--- src/rtl/imm_gen_pipe.sv ---
// RISC-V immediate decoder with a two-entry (main + skid) valid/ready buffer.
// Decode happens on the input side and lands registered one cycle later.
module imm_gen_pipe #(
  parameter int XLEN  = 32,
  parameter int CNT_W = 16
) (
  input  logic             clk,
  input  logic             rst_n,
  input  logic             flush,
  input  logic             in_valid,
  output logic             in_ready,
  input  logic [31:0]      in_instr,
  input  logic [XLEN-1:0]  in_pc,
  output logic             out_valid,
  input  logic             out_ready,
  output logic [XLEN-1:0]  out_imm,
  output logic [2:0]       out_type,
  output logic             out_illegal,
  output logic [XLEN-1:0]  out_pc,
  output logic [CNT_W-1:0] illegal_cnt
);

  localparam bit RV64 = (XLEN == 64);

  localparam logic [2:0] T_I = 3'd0;
  localparam logic [2:0] T_S = 3'd1;
  localparam logic [2:0] T_B = 3'd2;
  localparam logic [2:0] T_U = 3'd3;
  localparam logic [2:0] T_J = 3'd4;
  localparam logic [2:0] T_Z = 3'd5;
  localparam logic [2:0] T_R = 3'd6;
  localparam logic [2:0] T_X = 3'd7;

  typedef struct packed {
    logic [XLEN-1:0] imm;
    logic [2:0]      ty;
    logic            ill;
    logic [XLEN-1:0] pc;
  } ent_t;

  typedef enum logic [1:0] {
    EMPTY,
    ONE,
    TWO
  } state_e;

  state_e           state_q, state_d;
  ent_t             main_q, main_d;
  ent_t             skid_q, skid_d;
  ent_t             dec;
  logic [CNT_W-1:0] cnt_q, cnt_d;
  logic             rdy_q, rdy_d;

  logic [6:0]  opc;
  logic [31:0] ins;
  logic [31:0] imm32;
  logic        op_i, op_s, op_b, op_u;
  logic        op_j, op_z, op_r;
  logic        acc, drn;

  assign ins = in_instr;
  assign opc = in_instr[6:0];

  assign op_i = (opc == 7'h13) || (opc == 7'h03)
             || (opc == 7'h67) || (opc == 7'h0F)
             || (RV64 && opc == 7'h1B)
             || (opc == 7'h73 && !ins[14]);
  assign op_s = (opc == 7'h23);
  assign op_b = (opc == 7'h63);
  assign op_u = (opc == 7'h37) || (opc == 7'h17);
  assign op_j = (opc == 7'h6F);
  assign op_z = (opc == 7'h73) && ins[14];
  assign op_r = (opc == 7'h33)
             || (RV64 && opc == 7'h3B);

  always_comb begin
    dec    = '0;
    dec.pc = in_pc;
    imm32  = '0;
    unique case (1'b1)
      op_i: begin
        dec.ty = T_I;
        imm32  = {{20{ins[31]}}, ins[31:20]};
      end
      op_s: begin
        dec.ty = T_S;
        imm32  = {{20{ins[31]}}, ins[31:25],
                  ins[11:7]};
      end
      op_b: begin
        dec.ty = T_B;
        imm32  = {{19{ins[31]}}, ins[31], ins[7],
                  ins[30:25], ins[11:8], 1'b0};
      end
      op_u: begin
        dec.ty = T_U;
        imm32  = {ins[31:12], 12'b0};
      end
      op_j: begin
        dec.ty = T_J;
        imm32  = {{11{ins[31]}}, ins[31],
                  ins[19:12], ins[20],
                  ins[30:21], 1'b0};
      end
      op_z: begin
        dec.ty = T_Z;
        imm32  = {27'b0, ins[19:15]};
      end
      op_r: begin
        dec.ty = T_R;
      end
      default: begin
        dec.ty  = T_X;
        dec.ill = 1'b1;
      end
    endcase
    // zimm is zero-extended, everything else sign-extends from bit 31
    if (op_z) dec.imm = XLEN'(imm32);
    else      dec.imm = XLEN'($signed(imm32));
  end

  assign acc = in_valid && rdy_q;
  assign drn = (state_q != EMPTY) && out_ready;

  always_comb begin
    state_d = state_q;
    main_d  = main_q;
    skid_d  = skid_q;
    cnt_d   = cnt_q;
    if (flush) begin
      state_d = EMPTY;
    end else begin
      if (acc && dec.ill && cnt_q != '1)
        cnt_d = cnt_q + CNT_W'(1);
      unique case (state_q)
        EMPTY: begin
          if (acc) begin
            main_d  = dec;
            state_d = ONE;
          end
        end
        ONE: begin
          if (acc && drn) begin
            main_d = dec;
          end else if (acc) begin
            skid_d  = dec;
            state_d = TWO;
          end else if (drn) begin
            state_d = EMPTY;
          end
        end
        TWO: begin
          if (drn) begin
            main_d  = skid_q;
            state_d = ONE;
          end
        end
        default: state_d = EMPTY;
      endcase
    end
    rdy_d = (state_d != TWO);
  end

  always_ff @(posedge clk or negedge rst_n) begin
    if (!rst_n) begin
      state_q <= EMPTY;
      main_q  <= '0;
      skid_q  <= '0;
      cnt_q   <= '0;
      rdy_q   <= 1'b0;
    end else begin
      state_q <= state_d;
      main_q  <= main_d;
      skid_q  <= skid_d;
      cnt_q   <= cnt_d;
      rdy_q   <= rdy_d;
    end
  end

  assign in_ready    = rdy_q;
  assign out_valid   = (state_q != EMPTY);
  assign out_imm     = main_q.imm;
  assign out_type    = main_q.ty;
  assign out_illegal = main_q.ill;
  assign out_pc      = main_q.pc;
  assign illegal_cnt = cnt_q;

endmodule

--- config.mk ---
export PLATFORM = sky130hd
export DESIGN_NAME = imm_gen_pipe
export DESIGN_NICKNAME = d
export VERILOG_FILES = /design/src/rtl/imm_gen_pipe.sv
export SDC_FILE = /design/constraint.sdc
export NUM_CORES = 1
export LEC_CHECK = 0
export CORE_AREA = 3 3 121 123
export CTS_BUF_LIST = sky130_fd_sc_hd__clkbuf_8 sky130_fd_sc_hd__clkbuf_16
export CTS_CLUSTER_DIAMETER = 120
export DETAILED_ROUTE_END_ITERATION = 8
export DIE_AREA = 0 0 124 126
export PLACE_DENSITY = 0.87
export SLEW_MARGIN = 20
export SYNTH_ARGS = -nofsm -noshare
export SYNTH_HDL_FRONTEND = slang
export SYNTH_SLANG_ARGS = --single-unit
--- constraint.sdc ---
create_clock -name clk -period 2.1 [get_ports clk]
set_input_delay 0.63 -clock clk [delete_from_list [all_inputs] [get_ports clk]]
set_output_delay 0.63 -clock clk [all_outputs]
set_load 0.02 [all_outputs]
==> results.txt, run 1 <==
----------------------------------------------------
[Run status]
  Run status ... finished clean

[Place]
  Estimated wirelength of the detail-placed design ... 13,060 um
  Placed standard-cell area ... 0.009097 mm2
  Cells after DPL ... 1,105
  Port Buf Inserts ... 154
  Global placer's final weighted congestion ... 0.8824
  Placement-stage worst setup slack ... -1.027 ns

[Worst setup path]
  Path depth of the worst reg2reg path ... 6
  Largest delay contributor family on the critical path ... buffers and inverters
  Launching element type of the critical path ... register
  CP Depth ... 1
  Cell with the largest stage delay on the worst path ... clkdlybuf4s50_1
  Classification of the worst setup path ... reg2out
  Highest cell delay on the worst timing path ... 0.63 ns
  Worst EP arrival ... 1.44 ns
  CP max FO ... 2
  Cell Chain, Critical Path ... clkdlybuf4s50_1
  Critical path buffer and inverter count ... 1
  Setup crit end kind ... output pin
  Required time at the endpoint of the critical path ... 1.47 ns

[Min path]
  Hold Crit Class ... in2async

[Timing]
  Final setup vio count ... 0
  Unrepaired setup endpoints after global routing ... false
  Clock Skews ... 0.008082 ns
  Worst slew pin tran ... 0.6432 ns
  Worst Slack Setup Final ... 0.03342 ns
  Final clock period utilization by the worst path ... 0.9841
  Final slew viol count ... 0
  Relative max-transition margin ... 0.5679
  Maximum frequency from static timing analysis ... 0.4839 GHz
  Post-layout min period ... 2.067 ns
  Final-report hold violation count ... 0

[Detailed routing]
  Routed via count divided by cell count ... 5.638
  Vias ... 6,472
  Met1 wire length ... 8190 um
  Highest metal used ... met4
  Met3 wire len ... 1320 um
  Detailed-route DRC error count ... 0
  Number of DRC markers in iteration 0 ... 631
  Antenna violation net count after detailed routing ... 0
  Wire length reported by the detailed router ... 20,200 um
  Post-DR wirelength/cell ... 17.59 um
  Detailed route wirelength on metal2 ... 10,140 um
  Iteration count of the initial detailed-routing pass ... 6

[Cells and area]
  Signed area change from the synthesized netlist to the final layout ... 45.53%
  Utilization after layout ... 0.7225
  Non-filler instance count after layout ... 1,148
  Fraction of final layout cells sized beyond drive strength 1 ... 0.1612
  Non-Filler Cell Area, Final ... 0.009951 mm2
  Number of diodes added for antenna fixing ... 0
  Final nets ... 1,025

[Floorplanning]
  Effective utilization at floorplan ... 0.4965
  Core area ... 0.01377 mm2
  Area of the die ... 0.01562 mm2
  Number of placement rows ... 43
  Number of top-level pins ... 155
  Vertical extent of the die ... 126 um
  Width of the chip ... 124 um

[Synthesis]
  Main synth FF type ... dfrtp_1
  Total of warnings raised by yosys ... 0
  Largest area contributor in the netlist ... dfrtp_1
  Number of synthesized flops with an enable pin ... 0
  Yosys top cell area share ... 0.5672
  Async SR Flop Fraction ... 1.000
  Flop and latch count out of synthesis ... 155
  Mapped Nets ... 820
  Total standard cell area after synthesis ... 0.006838 mm2
  Synthesized area per cell ... 9.117 um2
  Post-synthesis cell type count ... 45
  Largest cells by area after synthesis ... dfrtp_1 (57%), nand2_1 (12%), a31oi_1 (4.8%)
  Synth Instances ... 750
  Sequential fraction of the synthesis area ... 0.5672

[Pwr]
  Total power draw ... 9.286 mW
  P_leak ... 4.704 nW
  Worst supply voltage drop on vdd ... 620.0 uV
  Power per unit of standard cell area ... 933.2 mW/mm2

[CTS]
  Bufs on Longest Clock Path ... 2
  H-tree level count ... 4
  Number of buffers inserted for hold repair after clock tree synthesis ... 0
  Inserted Clock Buffers ... 17
  Clock network latency to the later pin of the worst-skew pair ... 0.42 ns
  Clock Pin Slew Worst Setup and Hold Paths ... 0.06 ns
  Sinks on Clock Net ... 155
  CTS tree ... yes
  Root Buffer ... clkbuf_16

[Global route]
  Initial antenna violation count ... 0
  Overflow after GRT ... 0
  Maximum number of pins on one net before global-route repair ... 54
  Overall global routing resource usage ... 0.2628
  Vias in the first global route ... 6,277
  First-pass GRT wire length ... 32,190 um

[Job]
  Maxcap violations ... 0

----------------------------------------------------
-- cell families after synthesis --
logic type,after synthesis,synth area share
compound gates,158,0.1400
fa+ha+maj,1,0.001830
flops,155,0.5672
buf+inv,54,0.03239
xor+xnor,16,0.02049
simple gates,365,0.2364
mux,1,0.001647
-- sequential cells by signal, indices dropped and copies added, names as in the netlist --
| name | cells |
|---|---|
| out_pc | 32 |
| out_illegal | 1 |
| out_type | 3 |
| illegal_cnt | 16 |
| out_imm | 32 |
| in_ready | 1 |
| skid_q | 68 |
| state_q | 2 |
-- Yosys cell counts, drive strengths merged (2+ instances only) --
master    n
buf       5
a21oi    36
xnor2    15
o22ai     8
nor3      2
or3      20
a222oi    5
nor4      2
clkbuf   45
nand2   219
nand3b    3
nand2b    5
nand3     6
and3     12
dfrtp   155
and4      4
inv       4
nor3b     2
a221o     6
a41o      2
nand4     8
o21ai    42
and3b     2
nor2b     9
or2       3
nor2     66
a31oi    52
-- worst paths after layout --
path,start,end,slack (ns)
worst min register to register,skid_q[43],skid_q[43],0.47
worst max-delay path,out_imm[21],out_imm[21],0.03
min in group clk,skid_q[43],skid_q[43],0.47
worst min-delay path,rst_n,out_pc[7],0.11
worst max register to register,illegal_cnt[4],illegal_cnt[1],0.10
max in group asynchronous,rst_n,out_imm[5],1.38
-- through the flow --
| stage | TNS (ns) | hold slack, ns |
|---|---|---|
| after floorplan | -4.247 | 0.3344 |
| after global placement | -70.91 | 0.4530 |
| after detailed placement | -73.89 | 0.4612 |
| after CTS | 0 | 0.1129 |
| after global routing | 0 | 0.1232 |
| final | 0 | 0.1134 |
-- what timing repair did --
item,4_1_cts,5_1_grt
gates cloned,2,1
endpoints found under the setup margin,99,87
buffers inserted,7,2
gates resized for setup,55,41
pin swaps,6,9
-- report_power, final --
group | internal [mW] | switching, mW | total [mW]
clock network | 1.85 | 1.23 | 3.08
registers | 3.60 | 0.360 | 3.96
logic | 1.08 | 1.18 | 2.25
-- final cells by class --
type,instances,area (um2)
clock buffers,20,466.7
flip-flops and latches,155,3879
clock inverters,12,138.9
repair buffers,235,2321
fillers,1008,3822
multi-input cells,542,2905
well taps,180,225.2
inverters,4,15.01
-- routing by layer --
metal,vias to the layer above,global-route usage
met2,281,0.4248
met3,51,0.04535
met4,0,0.1044
met1,3153,0.3524
li1,2987,-
met5,-,0
-- cells in the final DEF (no fill, tap or decap), drive strengths merged, types with 3 or more instances in the layout --
| master | count |
|---|---|
| clkdlybuf4s50 | 116 |
| inv | 5 |
| or2 | 3 |
| clkinvlp | 4 |
| buf | 88 |
| dfrtp | 155 |
| o22ai | 8 |
| o21ai | 42 |
| a31oi | 52 |
| nand2 | 219 |
| and3 | 12 |
| nand3b | 3 |
| a222oi | 5 |
| dlygate4sd2 | 12 |
| nor2 | 66 |
| and4 | 4 |
| nand3 | 6 |
| clkbuf | 21 |
| nand2b | 5 |
| xnor2 | 15 |
| a21oi | 36 |
| a221o | 6 |
| or3 | 20 |
| nor2b | 10 |
| nand4 | 8 |
| dlymetal6s2s | 17 |
| clkinv | 5 |
(Power assumes the default switching activity.)
==> run 2: changes to the inputs <==
- CORE_AREA: 3 3 121 123 -> 3 3 117 119
- DIE_AREA: 0 0 124 126 -> 0 0 120 122
- PLACE_DENSITY: 0.87 -> 0.92
- TNS_END_PERCENT: not set -> 20
- clock period: 2.1 -> 2.4 ns (I/O delays scaled with it)
==> run 2 against run 1 <==
Against the previous run: sequential power down 12%; sequential cell count unchanged; critical path type is now in2reg; clock power down 14%; cell area down 2.8%; register-to-register slack better by 0.15 ns; worst setup slack better by 0.058 ns; critical path depth up 10; highest routed layer unchanged; critical endpoint is now illegal_cnt[6].
==> results.txt, run 2 (synthesis gave the netlist of run 1 again) <==
----------------------------------------------------
[Detailed routing]
  Detailed-route DRC error count ... 0
  Iteration count of the initial detailed-routing pass ... 5
  Routed via count divided by cell count ... 5.655
  Wire length reported by the detailed router ... 19,020 um
  Number of DRC markers in iteration 0 ... 755
  Post-DR wirelength/cell ... 16.93 um
  Antenna violation net count after detailed routing ... 0
  Vias ... 6,351

[Place]
  Global placer's final weighted congestion ... 0.9060
  Estimated wirelength of the detail-placed design ... 12,830 um
  Placed standard-cell area ... 0.008982 mm2
  Cells after DPL ... 1,086
  Placement-stage worst setup slack ... -0.6160 ns
  Port Buf Inserts ... 154

[Timing]
  Relative max-transition margin ... 0.6341
  Final-report hold violation count ... 0
  Unrepaired setup endpoints after global routing ... false
  Final slew viol count ... 0
  Worst slew pin tran ... 0.5489 ns
  Post-layout min period ... 2.309 ns
  WHS ... 0.2183 ns
  Clock Skews ... 0.004656 ns
  Maximum frequency from static timing analysis ... 0.4331 GHz
  Worst Slack Setup Final ... 0.09128 ns
  Final clock period utilization by the worst path ... 0.9620
  Final sum of negative setup slack ... 0 ns
  Final setup vio count ... 0

[CTS]
  H-tree level count ... 4
  Bufs on Longest Clock Path ... 2
  Sinks on Clock Net ... 155
  Number of buffers inserted for hold repair after clock tree synthesis ... 0
  CTS tree ... yes
  Clock network latency to the later pin of the worst-skew pair ... 0.42 ns
  Root Buffer ... clkbuf_16
  Inserted Clock Buffers ... 17
  Clock Pin Slew Worst Setup and Hold Paths ... 0.06 ns

[Pwr]
  P_leak ... 4.341 nW
  Share of power burned in combinational logic ... 0.236
  Net Sw Frac ... 0.2946
  Internal power contribution ... 5.665 mW
  Power per unit of standard cell area ... 830.0 mW/mm2
  Flop pwr share ... 0.435
  Total power draw ... 8.031 mW
  Clk network pwr share ... 0.329
  Net switching power figure ... 2.366 mW
  Worst supply voltage drop on vdd ... 508.1 uV

[Global route]
  First-pass GRT wire length ... 31,230 um
  Overflow after GRT ... 0
  Vias in the first global route ... 6,348
  Overall global routing resource usage ... 0.2675
  Maximum number of pins on one net before global-route repair ... 56
  Initial antenna violation count ... 0

[Cells and area]
  Commonest non-fill, non-tap cell in the layout ... nand2_1
  Signed area change from the synthesized netlist to the final layout ... 41.50%
  Filler Cell Count ... 849
  Non-Filler Cell Area, Final ... 0.009676 mm2
  Area of the multi-input gates ... 0.002794 mm2
  Utilization after layout ... 0.7636
  Leading cell types in the layout, fill and taps excluded ... nand2_1 (217), dfrtp_1 (155), clkdlybuf4s50_1 (143)
  Final nets ... 1,008
  Register containing the most flip-flops in the final layout ... skid_q
  Largest register FFs ... 68
  Footprint of the flip-flops and latches ... 0.003879 mm2
  Number of diodes added for antenna fixing ... 0
  Non-filler instance count after layout ... 1,123
  Fraction of final layout cells sized beyond drive strength 1 ... 0.1220

[Floorplanning]
  Core area ... 0.01267 mm2
  Effective utilization at floorplan ... 0.5396
  Number of placement rows ... 41
  Number of top-level pins ... 155
  Width of the chip ... 120 um
  Vertical extent of the die ... 122 um
  Area of the die ... 0.01464 mm2

[Run status]
  Run status ... finished clean

[Worst setup path]
  Worst EP arrival ... 2.62 ns
  Cell Chain, Critical Path ... dlygate4sd2_1 > buf_4 > nand3b_1 > a2111oi_2 > or3_1 > buf_6 > nor3b_4 > buf_6 > buf_12 > nand4_2 > xnor2_1
  CP max FO ... 7
  Classification of the worst setup path ... in2reg
  Highest cell delay on the worst timing path ... 0.37 ns
  Largest delay contributor family on the critical path ... buffers and inverters
  Setup crit end kind ... register
  Cell type with the highest occurrence count on the critical path ... buf_6
  Cell with the largest stage delay on the worst path ... or3_1
  Launching element type of the critical path ... primary input
  Required time at the endpoint of the critical path ... 2.71 ns
  Critical path buffer and inverter count ... 5

[Job]
  Maxcap violations ... 0

[Min path]
  Hold Crit Class ... in2async

----------------------------------------------------
[run 2: changes by cell type in the layout (fill, tap and decap cells not counted), moves of 4 or more]
| cell | previous run | this run |
|---|---|---|
| buf_4 | 66 | 52 |
| clkinv_2 | 1 | 5 |
| dlymetal6s2s_1 | 17 | 6 |
| buf_2 | 5 | 0 |
| nor2b_1 | 4 | 8 |
| clkdlybuf4s50_1 | 116 | 143 |
| dlygate4sd2_1 | 12 | 4 |
[run 2: power groups by stage]
stage                     Clock, mW  Sequential [mW]  Combinational [mW]
after global routing           2.79             3.55                2.06
after CTS                      2.66             3.49                1.90
final                          2.64             3.49                1.89
after floorplan                   0             3.76               0.626
after global placement            0             3.50                1.82
after detailed placement          0             3.52                1.88
[run 2: final cells by class]
class,count,share of cell area
sequential,155,0.4009
multi-input combinational,541,0.2888
timing repair buffer,219,0.2258
clock buffer,20,0.04823
tap,172,0.02224
clock inverter,12,0.01254
inverter,4,0.001552
[run 2: path summary, 6_finish.rpt]
check	start	end	slack, ns	cells past startpoint
worst max-delay path	in_instr[3]	illegal_cnt[6]	0.09	11
worst min-delay path	rst_n	out_pc[11]	0.22	1
worst max register to register	illegal_cnt[3]	illegal_cnt[6]	0.25	8
worst min register to register	skid_q[29]	skid_q[29]	0.47	2
max in group asynchronous	rst_n	out_imm[4]	1.55	2
min in group clk	skid_q[29]	skid_q[29]	0.47	2
[run 2: metal layers]
metal,wire length (um),share of wire,GRT usage
met5,0,0,0
met4,535,0.028,0.1167
met3,1208,0.064,0.05385
met2,9419,0.50,0.4380
met1,7851,0.41,0.3482
[run 2: repair_timing]
action | in CTS | in global routing
setup endpoints to repair | 62 | 40
setup buffers | 2 | 2
pin swaps | 2 | 3
cloned | 1 | 0
resized for setup | 11 | 9
